### src/rtl/page_table_walker_pkg.sv
// Shared constants and types for the two-level page table walker.
// Slice positions are derived from the machine word width and the page size.
package page_table_walker_pkg;

    localparam int BIT_COUNT     = 32;
    localparam int PAGE_SIZE     = 4096;
    localparam int PAGE_OFFSET_W = $clog2(PAGE_SIZE);
    localparam int VPN_W         = (BIT_COUNT - PAGE_OFFSET_W) / 2;
    localparam int VPN0_LSB      = PAGE_OFFSET_W;
    localparam int VPN1_LSB      = PAGE_OFFSET_W + VPN_W;

    localparam int PTE_V_BIT = 0;
    localparam int PTE_L_BIT = 1;

    typedef enum logic [2:0] {
        IDLE   = 3'd0,
        L1_REQ = 3'd1,
        L2_REQ = 3'd2,
        DONE   = 3'd3,
        ERR    = 3'd4,
        COOL   = 3'd5
    } ptw_state_t;

    typedef enum logic [1:0] {
        ERR_NONE    = 2'b00,
        ERR_INV_L1  = 2'b01,
        ERR_INV_L2  = 2'b10,
        ERR_TIMEOUT = 2'b11
    } ptw_err_t;

endpackage

### src/rtl/ptw_timeout_counter.sv
// Wait-cycle counter for one outstanding memory read; expired flags the cycle
// in which the count would reach TIMEOUT.
module ptw_timeout_counter #(
    parameter int TIMEOUT = 255
) (
    input  logic clk,
    input  logic rst,
    input  logic clear,
    input  logic enable,
    output logic expired
);

    localparam int CNT_W = $clog2(TIMEOUT + 1);

    logic [CNT_W-1:0] count;

    // NOTE: sequential state is written with <= so every register samples the
    // pre-edge values of its inputs, independent of statement order.
    always_ff @(posedge clk or negedge rst) begin
        if (!rst) begin
            count <= '0;
        end else if (clear) begin
            count <= '0;
        end else if (enable) begin
            count <= count + CNT_W'(1);
        end
    end

    assign expired = enable && (count == CNT_W'(TIMEOUT - 1));

endmodule

### src/rtl/page_table_walker.sv
// Two-level page table walker: services one TLB miss at a time over a
// req/ack memory port and returns either a fill pulse or an error pulse.
module page_table_walker
    import page_table_walker_pkg::*;
#(
    parameter int ADDR_W   = BIT_COUNT,
    parameter int OFFSET_W = VPN0_LSB,
    parameter int VPN1_W   = BIT_COUNT - VPN1_LSB,
    parameter int VPN0_W   = VPN1_LSB - VPN0_LSB,
    parameter int TIMEOUT  = 255
) (
    input  logic              clk,
    input  logic              rst,
    input  logic              walk_req,
    input  logic [ADDR_W-1:0] walk_vaddr,
    input  logic [ADDR_W-1:0] ptbr,
    output logic              walk_busy,
    output logic              fill_valid,
    output logic [ADDR_W-1:0] fill_paddr,
    output logic              walk_error,
    output logic [1:0]        error_code,
    output logic              mem_req,
    output logic [ADDR_W-1:0] mem_addr,
    input  logic              mem_ack,
    input  logic [ADDR_W-1:0] mem_rdata
);

    ptw_state_t        state, state_nxt;
    ptw_err_t          err_q, err_nxt;
    logic [VPN0_W-1:0] vpn0_q, vpn0_nxt;
    logic              mem_req_nxt;
    logic [ADDR_W-1:0] mem_addr_nxt;
    logic [ADDR_W-1:0] fill_paddr_nxt;

    logic in_req;
    logic pte_v;
    logic pte_l;
    logic cnt_clear;
    logic cnt_enable;
    logic cnt_expired;
    logic unused_bits;

    assign in_req     = (state == L1_REQ) || (state == L2_REQ);
    assign pte_v      = mem_rdata[PTE_V_BIT];
    assign pte_l      = mem_rdata[PTE_L_BIT];
    assign cnt_clear  = !in_req || mem_ack;
    assign cnt_enable = in_req && !mem_ack;

    ptw_timeout_counter #(
        .TIMEOUT (TIMEOUT)
    ) u_timeout (
        .clk     (clk),
        .rst     (rst),
        .clear   (cnt_clear),
        .enable  (cnt_enable),
        .expired (cnt_expired)
    );

    always_comb begin
        // NOTE: every variable gets a default before the case so no path can
        // leave one unassigned, which would otherwise infer a latch.
        state_nxt      = state;
        err_nxt        = err_q;
        vpn0_nxt       = vpn0_q;
        mem_req_nxt    = mem_req;
        mem_addr_nxt   = mem_addr;
        fill_paddr_nxt = fill_paddr;

        case (state)
            IDLE: begin
                if (walk_req) begin
                    vpn0_nxt     = walk_vaddr[OFFSET_W +: VPN0_W];
                    err_nxt      = ERR_NONE;
                    mem_req_nxt  = 1'b1;
                    mem_addr_nxt = {ptbr[ADDR_W-1:OFFSET_W], walk_vaddr[ADDR_W-1 -: VPN1_W], 2'b00};
                    state_nxt    = L1_REQ;
                end
            end
            L1_REQ: begin
                // An ack always beats an expiring counter in the same cycle.
                if (mem_ack) begin
                    if (!pte_v) begin
                        mem_req_nxt = 1'b0;
                        err_nxt     = ERR_INV_L1;
                        state_nxt   = ERR;
                    end else if (pte_l) begin
                        mem_req_nxt    = 1'b0;
                        fill_paddr_nxt = {mem_rdata[ADDR_W-1 -: VPN1_W], vpn0_q, {OFFSET_W{1'b0}}};
                        state_nxt      = DONE;
                    end else begin
                        mem_addr_nxt = {mem_rdata[ADDR_W-1:OFFSET_W], vpn0_q, 2'b00};
                        state_nxt    = L2_REQ;
                    end
                end else if (cnt_expired) begin
                    mem_req_nxt = 1'b0;
                    err_nxt     = ERR_TIMEOUT;
                    state_nxt   = ERR;
                end
            end
            L2_REQ: begin
                if (mem_ack) begin
                    mem_req_nxt = 1'b0;
                    if (!pte_v) begin
                        err_nxt   = ERR_INV_L2;
                        state_nxt = ERR;
                    end else begin
                        fill_paddr_nxt = {mem_rdata[ADDR_W-1:OFFSET_W], {OFFSET_W{1'b0}}};
                        state_nxt      = DONE;
                    end
                end else if (cnt_expired) begin
                    mem_req_nxt = 1'b0;
                    err_nxt     = ERR_TIMEOUT;
                    state_nxt   = ERR;
                end
            end
            DONE:    state_nxt = COOL;
            ERR:     state_nxt = COOL;
            COOL:    state_nxt = IDLE;
            default: state_nxt = IDLE;
        endcase
    end

    always_ff @(posedge clk or negedge rst) begin
        if (!rst) begin
            state      <= IDLE;
            err_q      <= ERR_NONE;
            vpn0_q     <= '0;
            mem_req    <= 1'b0;
            mem_addr   <= '0;
            fill_paddr <= '0;
        end else begin
            state      <= state_nxt;
            err_q      <= err_nxt;
            vpn0_q     <= vpn0_nxt;
            mem_req    <= mem_req_nxt;
            mem_addr   <= mem_addr_nxt;
            fill_paddr <= fill_paddr_nxt;
        end
    end

    // COOL is deliberately excluded so a held fault level sees the walker idle.
    assign walk_busy  = in_req || (state == DONE) || (state == ERR);
    assign fill_valid = (state == DONE);
    assign walk_error = (state == ERR);
    assign error_code = err_q;

    assign unused_bits = &{1'b0, walk_vaddr[OFFSET_W-1:0], ptbr[OFFSET_W-1:0], mem_rdata[OFFSET_W-1:2]};

endmodule

### config.mk
export PLATFORM = sky130hd
export DESIGN_NAME = page_table_walker
export DESIGN_NICKNAME = d
export VERILOG_FILES = /design/src/rtl/page_table_walker_pkg.sv /design/src/rtl/ptw_timeout_counter.sv /design/src/rtl/page_table_walker.sv
export SDC_FILE = /design/constraint.sdc
export NUM_CORES = 1
export LEC_CHECK = 0
export ABC_CLOCK_PERIOD_IN_PS = 2800
export CAP_MARGIN = 25
export CORE_MARGIN = 2
export CORE_UTILIZATION = 41
export CTS_BUF_LIST = sky130_fd_sc_hd__clkbuf_16
export DETAILED_ROUTE_END_ITERATION = 7
export GPL_ROUTABILITY_DRIVEN = 0
export PLACE_DENSITY = 0.88
export SYNTH_ARGS = -nofsm -noshare
export SYNTH_HDL_FRONTEND = slang
export SYNTH_HIERARCHICAL = 1
export SYNTH_SLANG_ARGS = --single-unit
### constraint.sdc
create_clock -name clk -period 2.8 [get_ports clk]
set_input_delay 0.56 -clock clk [delete_from_list [all_inputs] [get_ports clk]]
set_output_delay 0.56 -clock clk [all_outputs]
set_load 0.02 [all_outputs]
; ---- Yosys cells after proc, flatten, opt, wreduce, memory -nomap -nowiden
; Cells that the tools add are included.
[word_totals]
ramBits = 0
regBits = 88
mem_bits_ro = 0
memories = 0
out_inout_bits = 70
elab_cells = 77
latchBits = 0
[classes]
eq_ne = 15
mux = 35
shift = 0
bitwise_logic = 0
n_div = 0
n_lt_le_gt_ge = 0
add_sub_neg = 1
multipliers = 0
n_reduce_logical = 19
[op_table]
columns = cell, count
row1 = $mux W32, 9
row2 = $pmux W32 S2, 2
row3 = $mux W3, 6
row4 = $mux W8, 2
row5 = $ne A2 B2 Y1 const B, 7
row6 = $mux W2, 6
row7 = $pmux W3 S4, 1
row8 = $add A8 B1 Y8 const B, 1
row9 = $eq A8 B8 Y1 const B, 1
row10 = $mux W1, 7
row11 = $eq A3 B2 Y1 const B, 2
row12 = $ne A3 B3 Y1 const B, 2
row13 = $pmux W2 S3, 1
row14 = $reduce_and A6 Y1, 1
row15 = $reduce_bool A2 Y1, 3
row16 = $reduce_and A5 Y1, 1
row17 = $logic_or A1 B1 Y1, 4
row18 = $ne A4 B4 Y1 const B, 1
row19 = $reduce_and A4 Y1, 1
row20 = $eq A3 B1 Y1 const B, 1
row21 = $eq A3 B3 Y1 const B, 1
row22 = $logic_not A3 Y1, 1
row23 = $pmux W1 S3, 1
row24 = $reduce_and A3 Y1, 1
row25 = other kinds (5), 7

; ---- Longest topological paths before layout
; Gate-level depths: netlist (run 1).
[depth]
ltp_word = 7
ltp_mapped = 11

; ---- Modules after synthesis
; The synthesis (run 1) kept the hierarchy.
[by_module_without_submodules]
columns = mod, area_per_inst_um2, cells_per_inst, n_inst, seq_area_each_um2
row1 = page_table_walker, 3118.0, 320, 1, 1651.6
row2 = ptw_timeout_counter, 402.9, 41, 1, 200.2

; ---- Worst setup path after synthesis (run 1)
; No wires, ideal clock.
[synth_path]
path_kind = reg2reg
start = register state[0]
end = register state[2]
stages_incl_launch_ff = 12
slack_ps = 658
required_time_ps = 2675
arrival_ps = 2017
setup_ps = 125
cell_sequence = dfrtp_1 -> nor3b_2 -> nor2_1 -> or2_1 -> inv_1 -> buf_4 -> nand4_1 -> nor2_1 -> nor2_1 -> a21oi_1 -> maj3_1 -> mux2_2
[synth_between]
elab_chain_cells = 7
[synth_rtl]
columns = item, line_no
row1 = "start, declared", page_table_walker.sv:28  ; ptw_state_t state, state_nxt;
row2 = "start signal, assigned", page_table_walker.sv:132  ; state <= state_nxt;
row3 = $eq A3 B1 Y1 / $eq A3 B2 Y1 (equally long branches), page_table_walker.sv:43  ; assign in_req = (state == L1_REQ) || (state == L2_REQ);
row4 = $logic_or A1 B1 Y1 (*), page_table_walker.sv:43
row5 = $logic_and A1 B1 Y1 (*), page_table_walker.sv:47  ; assign cnt_enable = in_req && !mem_ack;
row6 = via cnt_enable, page_table_walker.sv:39  ; logic cnt_enable;
row7 = $logic_and A1 B1 Y1 (*), ptw_timeout_counter.sv:29  ; assign expired = enable && (count == CNT_W'(TIMEOUT - 1));
row8 = via cnt_expired, page_table_walker.sv:40  ; logic cnt_expired;
row9 = $mux W3 (*), --
row10 = "$mux W3, on equally long branches", --
row11 = $pmux W3 S4 (*), page_table_walker.sv:69  ; case (state)
; Mark *: on every way through the listed nets, which the timed path passes. The rest lies on a longest branch.
; A chain may end at the register's enable or synchronous reset.

; ---- Worst setup path after layout (run 1)
[layout_path]
start = register state[1]
end = output walk_busy
[layout_between]
elab_chain_cells = 4
[layout_rtl]
columns = item, line_no
row1 = $eq A3 B1 Y1 / $eq A3 B2 Y1 (equally long branches), page_table_walker.sv:43
row2 = $logic_or A1 B1 Y1, page_table_walker.sv:43
row3 = $logic_or A1 B1 Y1, page_table_walker.sv:142  ; assign walk_busy = in_req || (state == DONE) || (state == ERR);
row4 = $logic_or A1 B1 Y1 (*), page_table_walker.sv:142
row5 = "end, declared", page_table_walker.sv:17  ; output logic walk_busy,
; Every way passes the cells marked *; elsewhere a longest branch is shown, timed or not.

==> key figures, run 1 <==
Global route
  • Initial antenna violation count: 0
  • GRT Util Overall: 0.195
  • Largest net degree at the start of global routing: 75
  • GRT overflow: 0
  • First-pass GRT wire length: about 15000 um
  • Vias in the first global route: 3065

STA
  • Skew final: 5.68 ps
  • Final Max Tran Viols: 0
  • Max-slew headroom: 0.380
  • Slew @ Worst Pin: slightly above 900 ps
  • Tmin final: 2560 ps
  • Worst setup margin: 243 ps
  • # setup viols final: 0
  • Final Cycle Share: 0.913
  • Count of final hold-check violations: 0
  • Setup TNS: 0 ps
  • Max Fclk: about 390 MHz
  • Worst hold slack: between 300 and 400 ps
  • RSZ-0062 raised after global routing: false

Synthesis
  • Syn Area/Cell: a little under 10 um2
  • Synth cell types: 40
  • #FFs+latches synth: 74
  • Number of flops mapped to enable cells by yosys: 0
  • Most used DFF post-synth: dfrtp_1
  • Yosys Warn Count: 6
  • Post-synth ARST share: 1.00
  • Mapped Area: 3520 um2
  • Register area share after synthesis: 0.526
  • Gate Count Post-Synth: 361

Route
  • Post-route ant nets: 0
  • WL per Instance: 15.4 um
  • Vias per cell: 5.18
  • Drt first-iter violations: 135
  • Vias: 3055
  • Post-Route WL: 9070 um
  • Remaining DRCs: 0
  • DR pass1 iterations: 4

Worst setup path
  • Crit path max-delay cell type: dfrtp_1
  • R2r worst-path depth: 9
  • CP bufs+invs: 1
  • Crit path capture: walk_busy
  • Critical path class: reg -> out
  • CP startpoint: state[1]
  • R2R Path Start: state[1]
  • Worst R2R Setup Slack: ~380 ps
  • Critical path arrival: 2000 ps
  • Crit-path max cell delay: around 700 ps
  • Worst-path fanout max: 16
  • Startpoint Class: flop
  • Top delay family on crit path: flip-flops
  • Worst EP required: approximately 2200 ps
  • Stages on worst setup path: 3
  • CP Capture Type: output port
  • Crit Reg-Reg Endpoint: error_code[1]
  • Worst path cell trace: nor2_1 > xnor2_1 > clkdlybuf4s50_1

Die
  • Die Wd: a little under 100 um
  • DIE AREA: 9350 um2
  • Io pins: 170
  • Starting Density: 0.426
  • Row cnt: 33
  • Die height: 96.7 um
  • Core ar.: 8260 um2

CTS
  • CTS Hold Bufs: 0
  • Root Driver: clkbuf_16
  • Post-CTS Setup Bufs: 0
  • Max H-tree Level: 3
  • PostCTS Resize Cnt: 0
  • Sinks on the clock net: 74
  • CTS tree: built
  • CTS clk-pin slew, worst paths: 60 ps
  • CTS buffer count: 9
  • Worst skew pair latency: 330 ps
  • Clk buf depth: 2

Cells and area
  • Final Net Count: 582
  • Layout cell share with drive strength beyond 1: 0.0742
  • Register area: roughly 1900 um2
  • Antenna diodes: 0
  • Area of the multi-input gates: 1500 um2
  • Fillcell total: 694
  • Area growth, synth to finish: 46.7%

Pwr
  • Cell Pwr Density: ~1200 nW/um2
  • LEAKAGE: 2.15 nW
  • Switching power: approximately 0.0023 W
  • Sw frac: 0.378
  • Combinational fraction of design power: 0.473
  • Max VDD drop: ~0.00071 V
  • Part of the power in registers: 0.312
  • Clock group share of total power: 0.215
  • Int Pwr: 0.00378 W

Job
  • Max-cap violations: 0

Placement
  • Dpl ws: 409 ps
  • DP HPWL: 6450 um
  • Port bufs: 121

Min path
  • HP Class: in -> async

Run status
  • Status: finished, final reports clean
==> cell usage after synthesis, types with 3 or more instances <==
library cell   n  area [um2]
nor2b_1        3        18.8
o21ai_0        3        15.0
nor3_1         3        15.0
clkbuf_1      12        45.0
nand4_1        3        18.8
mux2_1        20         225
nand2_1       64         240
mux2i_1       11         110
buf_4         18         135
inv_1          3        11.3
dfrtp_1       74        1850
buf_2          9        45.0
or3_1          3        18.8
a31oi_1       31         194
nor2_1        53         199
a21oi_1       18        90.1
xor2_1         3        26.3
==> how the worst min path moves through the flow <==
stage              startpoint              to  slack (ps)  cells after the start
2_1_floorplan             rst   error_code[0]         260                      0
3_3_place_gp   fill_paddr[29]  fill_paddr[29]         470                      1
3_5_place_dp   fill_paddr[29]  fill_paddr[29]         480                      1
4_1_cts                   rst     mem_addr[9]         410                      1
5_1_grt                   rst     mem_addr[7]         450                      1
6_report                  rst     mem_addr[9]         360                      1
==> per-stage QoR <==
step / total power, W / util / std cells / area, um2
floorplan: 0.00349 / - / 374 / 3570
global placement: 0.00471 / 0.584 / 574 / 4820
detailed placement: 0.00480 / 0.584 / 574 / 4820
CTS: 0.00613 / 0.626 / 590 / 5170
global route: 0.00644 / 0.626 / 590 / 5170
finish: 0.00608 / 0.626 / 590 / 5170
==> layer usage <==
layer,GRT usage,vias up,wire length [um]
li1,-,1447,-
met1,0.249,1491,3890
met2,0.323,100,4550
met3,0.0383,17,447
met4,0.0845,0,184
met5,0,-,0
==> layout by cell type (no fill, tap or decap), types with 2 or more instances in the layout <==
master	synthesis	final
a211oi_1	2	2
buf_12	0	2
nand2_1	64	64
mux2_1	20	20
xnor2_1	2	2
clkinv_4	0	2
ha_1	2	2
bufinv_16	0	3
inv_1	3	4
o21ai_0	3	3
nor2_1	53	53
a21oi_1	18	18
clkbuf_16	0	9
o21ai_1	2	2
dfrtp_1	74	74
nand4_1	3	3
nand3_1	2	2
o32a_1	2	2
conb_1	1	14
nor2b_1	3	3
mux2i_1	11	11
or3_1	3	3
a31oi_1	31	31
clkdlybuf4s50_1	0	120
buf_4	18	12
nor3_1	3	3
xor2_1	3	3
==> sequential cells by signal, indices dropped and copies added, names as in the netlist <==
register / count
mem_addr: 30
fill_paddr: 20
vpn0_q: 10
u_timeout/count: 8
state: 3
error_code: 2
mem_req: 1
==> power by group through the flow <==
stage                     Sequential, W  Clock, W  Combinational (W)
after detailed placement        0.00191         0            0.00289
after floorplan                 0.00231         0            0.00119
after global routing            0.00196   0.00138            0.00310
final                           0.00190   0.00131            0.00287
after global placement          0.00188         0            0.00282
after CTS                       0.00190   0.00133            0.00290
==> final cells by class <==
class                      instances  share of cell area
tap                              105              0.0254
inverter                           3             0.00218
multi-input combinational        258               0.290
clock buffer                       9              0.0436
timing repair buffer             134               0.258
sequential                        74               0.358
clock inverter                     7              0.0230
==> kinds of logic (layout without fill, tap and decap cells) <==
logic type               count (synthesis)  in the layout  share of synthesized area
buffers and inverters                   42            153                     0.0672
adder cells (fa/ha/maj)                  3              3                    0.00995
XOR/XNOR                                 5              5                     0.0124
multiplexers                            32             32                     0.0984
AO/OA/AOI/OAI                           62             62                      0.108
other                                    1             14                    0.00107
AND/OR/NAND/NOR                        142            142                      0.177
flip-flops                              74             74                      0.526
(Power assumes the default switching activity.)
==> run 2: changes to the inputs <==
--- a/config.mk
+++ b/config.mk
@@ -5,14 +5,14 @@
 export SDC_FILE = /design/constraint.sdc
 export NUM_CORES = 1
 export LEC_CHECK = 0
-export ABC_CLOCK_PERIOD_IN_PS = 2800
+export ABC_CLOCK_PERIOD_IN_PS = 2100
 export CAP_MARGIN = 25
 export CORE_MARGIN = 2
-export CORE_UTILIZATION = 41
+export CORE_UTILIZATION = 37
 export CTS_BUF_LIST = sky130_fd_sc_hd__clkbuf_16
 export DETAILED_ROUTE_END_ITERATION = 7
 export GPL_ROUTABILITY_DRIVEN = 0
-export PLACE_DENSITY = 0.88
+export PLACE_DENSITY = 0.84
 export SYNTH_ARGS = -nofsm -noshare
 export SYNTH_HDL_FRONTEND = slang
 export SYNTH_HIERARCHICAL = 1
==> constraint.sdc (replaced) <==
create_clock -name clk -period 2.1 [get_ports clk]
set_input_delay 0.42 -clock clk [delete_from_list [all_inputs] [get_ports clk]]
set_output_delay 0.42 -clock clk [all_outputs]
set_load 0.02 [all_outputs]
==> run 2 against run 1 <==
Effect of this change: register-to-register slack worse by 280 ps; combinational power is 39% higher; highest routed layer unchanged; critical endpoint is now walk_error; non-clock buffer count is 11 higher; setup slack worse by 160 ps; critical path type unchanged; global-route usage is 0.82 points lower; power is 29% higher; sequential cell count stayed put.
==> key figures, run 2 (same netlist as run 1, synthesis figures left out) <==
Pwr
  • LEAKAGE: 2.19 nW (+1.6%)
  • Max VDD drop: 0.000814 V (+15%)
  • Pwr Total: 0.00781 W (+29%)
  • Cell Pwr Density: 1490 nW/um2 (+26%)

STA
  • Final Max Tran Viols: 0 (unchanged)
  • Count of final hold-check violations: 0 (unchanged)
  • # setup viols final: 0 (unchanged)
  • Tmin final: 2020 ps
  • RSZ-0062 raised after global routing: false
  • Skew final: 5.89 ps (+0.216 ps)
  • Max-slew headroom: 0.627 (+0.247)
  • Final Cycle Share: 0.960
  • Worst hold slack: 81.5 ps (-275 ps)
  • Slew @ Worst Pin: 560 ps (-371 ps)
  • Max Fclk: 496 MHz
  • Worst setup margin: 83.8 ps (-160 ps)
  • Setup TNS: 0 ps (unchanged)

Route
  • Drt first-iter violations: 137 (+1.5%)
  • WL per Instance: 15.4 um (+0.44%)
  • Vias per cell: 4.90 (-5.3%)
  • Vias: 3060 (+0.16%)
  • Post-route ant nets: 0 (unchanged)
  • Post-Route WL: 9630 um (+6.2%)
  • Remaining DRCs: 0 (unchanged)
  • DR pass1 iterations: 6 (+2)

Global route
  • GRT Max-Usage Layer: met2
  • First-pass GRT wire length: 14800 um (-0.28%)
  • GRT overflow: 0 (unchanged)
  • Largest net degree at the start of global routing: 42 (-44%)
  • GR Util met3: 0.0462 (+0.00794)
  • GR Layer Usage met2: 0.328 (+0.00579)
  • Initial antenna violation count: 0 (unchanged)
  • GRT Util Overall: 0.187 (-0.00824)
  • Vias in the first global route: 3047 (-0.59%)
  • GR Layer Usage met1: 0.222 (-0.0271)

CTS
  • CTS tree: built
  • Worst skew pair latency: 320 ps (about the same)
  • Max H-tree Level: 3 (unchanged)
  • Root Driver: clkbuf_16
  • CTS buffer count: 9 (unchanged)
  • Clk buf depth: 2 (unchanged)
  • CTS clk-pin slew, worst paths: 60 ps (about the same)
  • Sinks on the clock net: 74 (unchanged)

Placement
  • Port bufs: 121 (unchanged)
  • Placed instance area: 4960 um2 (+2.9%)
  • Dpl ws: -92.4 ps (-501 ps)
  • DP HPWL: 6970 um (+8.2%)

Worst setup path
  • Critical path class: reg -> out
  • Worst EP required: 1680 ps (-560 ps)
  • Worst-path fanout max: 14 (-2)
  • CP Capture Type: output port
  • Startpoint Class: flop
  • Critical path arrival: 1600 ps (-400 ps)

Die
  • Die Wd: 102 um (+5.0%)
  • Row cnt: 35 (+6.1%)
  • DIE AREA: 10300 um2 (+10%)
  • Core ar.: 9240 um2 (+12%)
  • Io pins: 170 (unchanged)
  • Starting Density: 0.381 (-0.0453)
  • Die height: 102 um (+5.0%)

Cells and area
  • Commonest non-fill, non-tap cells in the layout: 117 x clkdlybuf4s50_1, 73 x dfrtp_1, 64 x nand2_1
  • Fillcell total: 841 (+21%)
  • Antenna diodes: 0 (unchanged)
  • Final Net Count: 593 (+1.9%)
  • Area growth, synth to finish: 49.3%
  • Commonest non-fill, non-tap cell in the layout: clkdlybuf4s50_1
  • Largest register FFs: 30 (unchanged)
  • Top reg by flops: mem_addr
  • Design area: 5260 um2 (+1.7%)
  • Layout cell share with drive strength beyond 1: 0.109 (+0.0349)
  • Top Registers: mem_addr: 30 flops, fill_paddr: 20 flops, vpn0_q: 10 flops

Run status
  • Status: finished, final reports clean

Job
  • Max-cap violations: 0 (unchanged)

Min path
  • HP Class: in -> async
run 2: cell types whose count changed in the layout (fill, tap and decap cells not counted), moves of 2 or more:
cell | before | now
buf_12 | 2 | 4
clkdlybuf4s50_1 | 120 | 117
buf_4 | 12 | 21
bufinv_16 | 3 | 0
nor2_1 | 53 | 49
clkinv_2 | 0 | 3
nor2_2 | 0 | 3
run 2: worst max-delay path: stages (launching register included):
cell	delay (ps)
dfrtp_2	430
buf_4	200
nor2_2	200
and2_1	150
clkdlybuf4s15_1	300
run 2: through the flow:
stage,cells,utilization
global route,624,0.569
global placement,608,0.537
detailed placement,608,0.537
finish,624,0.569
CTS,623,0.565
floorplan,374,-
run 2: metal layers:
metal | vias to the layer above | share of wire
met3 | 10 | 0.053
met2 | 95 | 0.52
li1 | 1468 | -
met5 | - | 0
met4 | 0 | 0.015
met1 | 1487 | 0.41
run 2: repair_timing:
item,in CTS,in global routing
setup endpoints to repair,3,5
gates resized for setup,4,11
pin swaps,0,3
hold buffers,0,0
endpoints found under the hold margin,0,0
setup buffers,0,1
run 2: final cells by class:
| class | instances | area [um2] | area share |
|---|---|---|---|
| Inverter | 3 | 11.3 | 0.00214 |
| Tap cell | 129 | 161 | 0.0307 |
| Sequential cell | 74 | 1850 | 0.353 |
| Multi-Input combinational cell | 258 | 1540 | 0.292 |
| Clock inverter | 6 | 35.0 | 0.00667 |
| Timing Repair Buffer | 145 | 1430 | 0.273 |
| Clock buffer | 9 | 225 | 0.0429 |
run 2: report_power, final:
part	leakage (nW)	internal [W]	switching [W]
Sequential	0.871	0.00208	0.000399
Combinational	1.19	0.00186	0.00213
Clock	0.128	0.000783	0.000560
Total	2.19	0.00472	0.00309
run 2: final timing paths:
kind | startpoint | endpoint | slack [ps] | depth (start not counted)
max in group asynchronous | rst | fill_paddr[24] | 1420 | 2
min in group clk | fill_paddr[31] | fill_paddr[31] | 490 | 1
hold / removal | rst | mem_req | 80 | 1
setup / recovery | state[1] | walk_error | 80 | 4
hold reg to reg | fill_paddr[31] | fill_paddr[31] | 490 | 1
setup reg to reg | state[1] | state[2] | 100 | 10
==> run 3: changes to the inputs <==
--- a/config.mk
+++ b/config.mk
@@ -11,8 +11,9 @@
 export CORE_UTILIZATION = 37
 export CTS_BUF_LIST = sky130_fd_sc_hd__clkbuf_16
 export DETAILED_ROUTE_END_ITERATION = 7
-export GPL_ROUTABILITY_DRIVEN = 0
+export GPL_ROUTABILITY_DRIVEN = 1
 export PLACE_DENSITY = 0.84
+export SLEW_MARGIN = 20
 export SYNTH_ARGS = -nofsm -noshare
 export SYNTH_HDL_FRONTEND = slang
 export SYNTH_HIERARCHICAL = 1
==> run 3 against run 2 <==
Effect of this change: setup slack lost 15 ps; utilization grew 0.54 points; routed wire length grew 2.2%; global-route usage grew 0.47 points; hold slack lost 36 ps; critical path depth grew 6; die area is the same; maximum frequency shrank 0.76%; clock power grew 9.7%; non-clock buffer count shrank 2; final cell count shrank 0.32%; count of clock-buffer cells in the layout is the same; largest cell class unchanged; largest power group unchanged.
==> key figures, run 3 (same netlist as run 1, synthesis figures left out) <==
Worst setup path
  • Top delay family on crit path: simple AND/OR/NAND/NOR gates
  • Crit path top cell by count: nor2_2
  • CP bufs+invs: 1 (-1)
  • Critical path class: reg -> reg
  • Startpoint Class: flop
  • Worst EP required: 2300 ps (+620 ps)
  • Worst path cell trace: nor3b_4 > nor2_2 > or2_1 > inv_2 > nand4_1 > nor2_2 > nor2_4 > a21oi_2 > maj3_2 > mux2_4
  • Critical path arrival: 2240 ps (+640 ps)
  • Crit path max-delay cell type: dfrtp_1
  • Worst-path fanout max: 4 (-10)
  • CP Capture Type: flop
  • Crit-path max cell delay: 420 ps (about the same)

Cells and area
  • Fillcell total: 817 (-2.9%)
  • Register area: 1850 um2 (unchanged)
  • Antenna diodes: 0 (unchanged)
  • Top reg by flops: mem_addr
  • Layout cell share with drive strength beyond 1: 0.112 (+0.00247)
  • Utilization after layout: 0.574 (+0.00542)
  • Area growth, synth to finish: 50.7%
  • Top Registers: mem_addr: 30 flops, fill_paddr: 20 flops, vpn0_q: 10 flops
  • Largest register FFs: 30 (unchanged)
  • Commonest non-fill, non-tap cells in the layout: 117 x clkdlybuf4s50_1, 73 x dfrtp_1, 64 x nand2_1
  • Area of the multi-input gates: 1560 um2 (+1.6%)
  • Final Net Count: 591 (-0.34%)
  • Design area: 5310 um2 (+0.95%)
  • Commonest non-fill, non-tap cell in the layout: clkdlybuf4s50_1

CTS
  • CTS clk-pin slew, worst paths: 60 ps (about the same)
  • CTS Hold Bufs: 0 (unchanged)
  • Post-CTS Setup Bufs: 0 (unchanged)
  • CTS buffer count: 9 (unchanged)
  • Worst skew pair latency: 320 ps (about the same)
  • Sinks on the clock net: 74 (unchanged)
  • CTS tree: built
  • Root Driver: clkbuf_16
  • Max H-tree Level: 3 (unchanged)
  • Clk buf depth: 2 (unchanged)

Global route
  • First-pass GRT wire length: 15200 um (+2.8%)
  • GRT overflow: 0 (unchanged)
  • Initial antenna violation count: 0 (unchanged)
  • GRT Util Overall: 0.192 (+0.00473)
  • Vias in the first global route: 3078 (+1.0%)
  • Largest net degree at the start of global routing: 41 (-2.4%)

Route
  • Drt first-iter violations: 104 (-24%)
  • Post-Route WL: 9850 um (+2.2%)
  • Post-route ant nets: 0 (unchanged)
  • Remaining DRCs: 0 (unchanged)
  • DR pass1 iterations: 4 (-2)
  • WL per Instance: 15.8 um (+2.6%)
  • Vias: 3089 (+0.95%)
  • Vias per cell: 4.97 (+1.3%)

Pwr
  • LEAKAGE: 2.20 nW (+0.44%)
  • Max VDD drop: 0.000912 V (+12%)
  • Combinational fraction of design power: 0.506 (-0.005)
  • Cell Pwr Density: 1510 nW/um2 (+1.4%)
  • Sw frac: 0.392 (-0.00340)
  • Switching power: 0.00314 W (+1.5%)
  • Part of the power in registers: 0.310 (-0.007)
  • Int Pwr: 0.00486 W (+3.0%)
  • Clock group share of total power: 0.184 (+0.012)

Die
  • Core ar.: 9240 um2 (unchanged)
  • Starting Density: 0.381 (unchanged)
  • Io pins: 170 (unchanged)
  • Row cnt: 35 (unchanged)
  • DIE AREA: 10300 um2 (unchanged)
  • Die Wd: 102 um (unchanged)
  • Die height: 102 um (unchanged)

STA
  • Tmin final: 2030 ps (+15.4 ps)
  • RSZ-0062 raised after global routing: true
  • # setup viols final: 0 (unchanged)
  • Final Cycle Share: 0.967 (+0.00733)
  • Count of final hold-check violations: 0 (unchanged)
  • Max Fclk: 492 MHz (-0.76%)
  • Final Max Tran Viols: 0 (unchanged)
  • Skew final: 3.76 ps (-2.13 ps)

Run status
  • Status: finished, final reports clean

Placement
  • DP HPWL: 7170 um (+2.8%)
  • GPL Wtd Cong: just over 0.8
  • Port bufs: 121 (unchanged)
  • Placed instance area: 4970 um2 (+0.10%)

Job
  • Max-cap violations: 0 (unchanged)

Min path
  • HP Class: in -> async
## run 3: through the flow
step           hold WS [ps]  std cells  total power, W  worst slack, ps  TNS (ps)
6_report               45.6        622         0.00800             68.4         0
5_1_grt                64.1        622         0.00853            -43.0     -47.2
2_1_floorplan           124        374         0.00466             10.7         0
4_1_cts                56.8        622         0.00801             46.8         0
3_5_place_dp            401        607         0.00653            -88.3      -254
3_3_place_gp            403        607         0.00637            -59.6      -132
## run 3: final timing paths
kind	slack, ps	end	from	cells past startpoint
max	70	state[2]	state[1]	10
min	50	u_timeout/count[1]	rst	1
max reg2reg	70	state[2]	state[1]	10
min reg2reg	490	fill_paddr[23]	fill_paddr[23]	1
max in group asynchronous	1510	fill_paddr[24]	rst	2
min in group clk	490	fill_paddr[23]	fill_paddr[23]	1
## run 3: routing by layer
layer / vias up / wire, um / part of all wire / track usage
met2: 96 / 5030 / 0.51 / 0.329
li1: 1464 / - / - / -
met4: 0 / 186 / 0.019 / 0.0728
met3: 14 / 436 / 0.044 / 0.0311
met5: - / 0 / 0 / 0
met1: 1515 / 4190 / 0.43 / 0.242
## run 3: power by group through the flow
stage	Clock [W]	Sequential, W	Combinational [W]
6_report	0.00147	0.00248	0.00405
5_1_grt	0.00158	0.00256	0.00439
4_1_cts	0.00150	0.00248	0.00403
3_5_place_dp	0	0.00250	0.00403
3_3_place_gp	0	0.00245	0.00392
2_1_floorplan	0	0.00308	0.00158
## run 3: layout make-up
cell class,instances,share of cell area
sequential,74,0.349
multi-input combinational,258,0.294
timing repair buffer,143,0.270
clock buffer,9,0.0425
tap,129,0.0304
clock inverter,6,0.0111
inverter,3,0.00212
## run 3: repair_timing
item                                   4_1_cts  5_1_grt
endpoints found under the hold margin        0        0
setup endpoints to repair                    4        8
pin swaps                                    0        8
resized for setup                            5       16
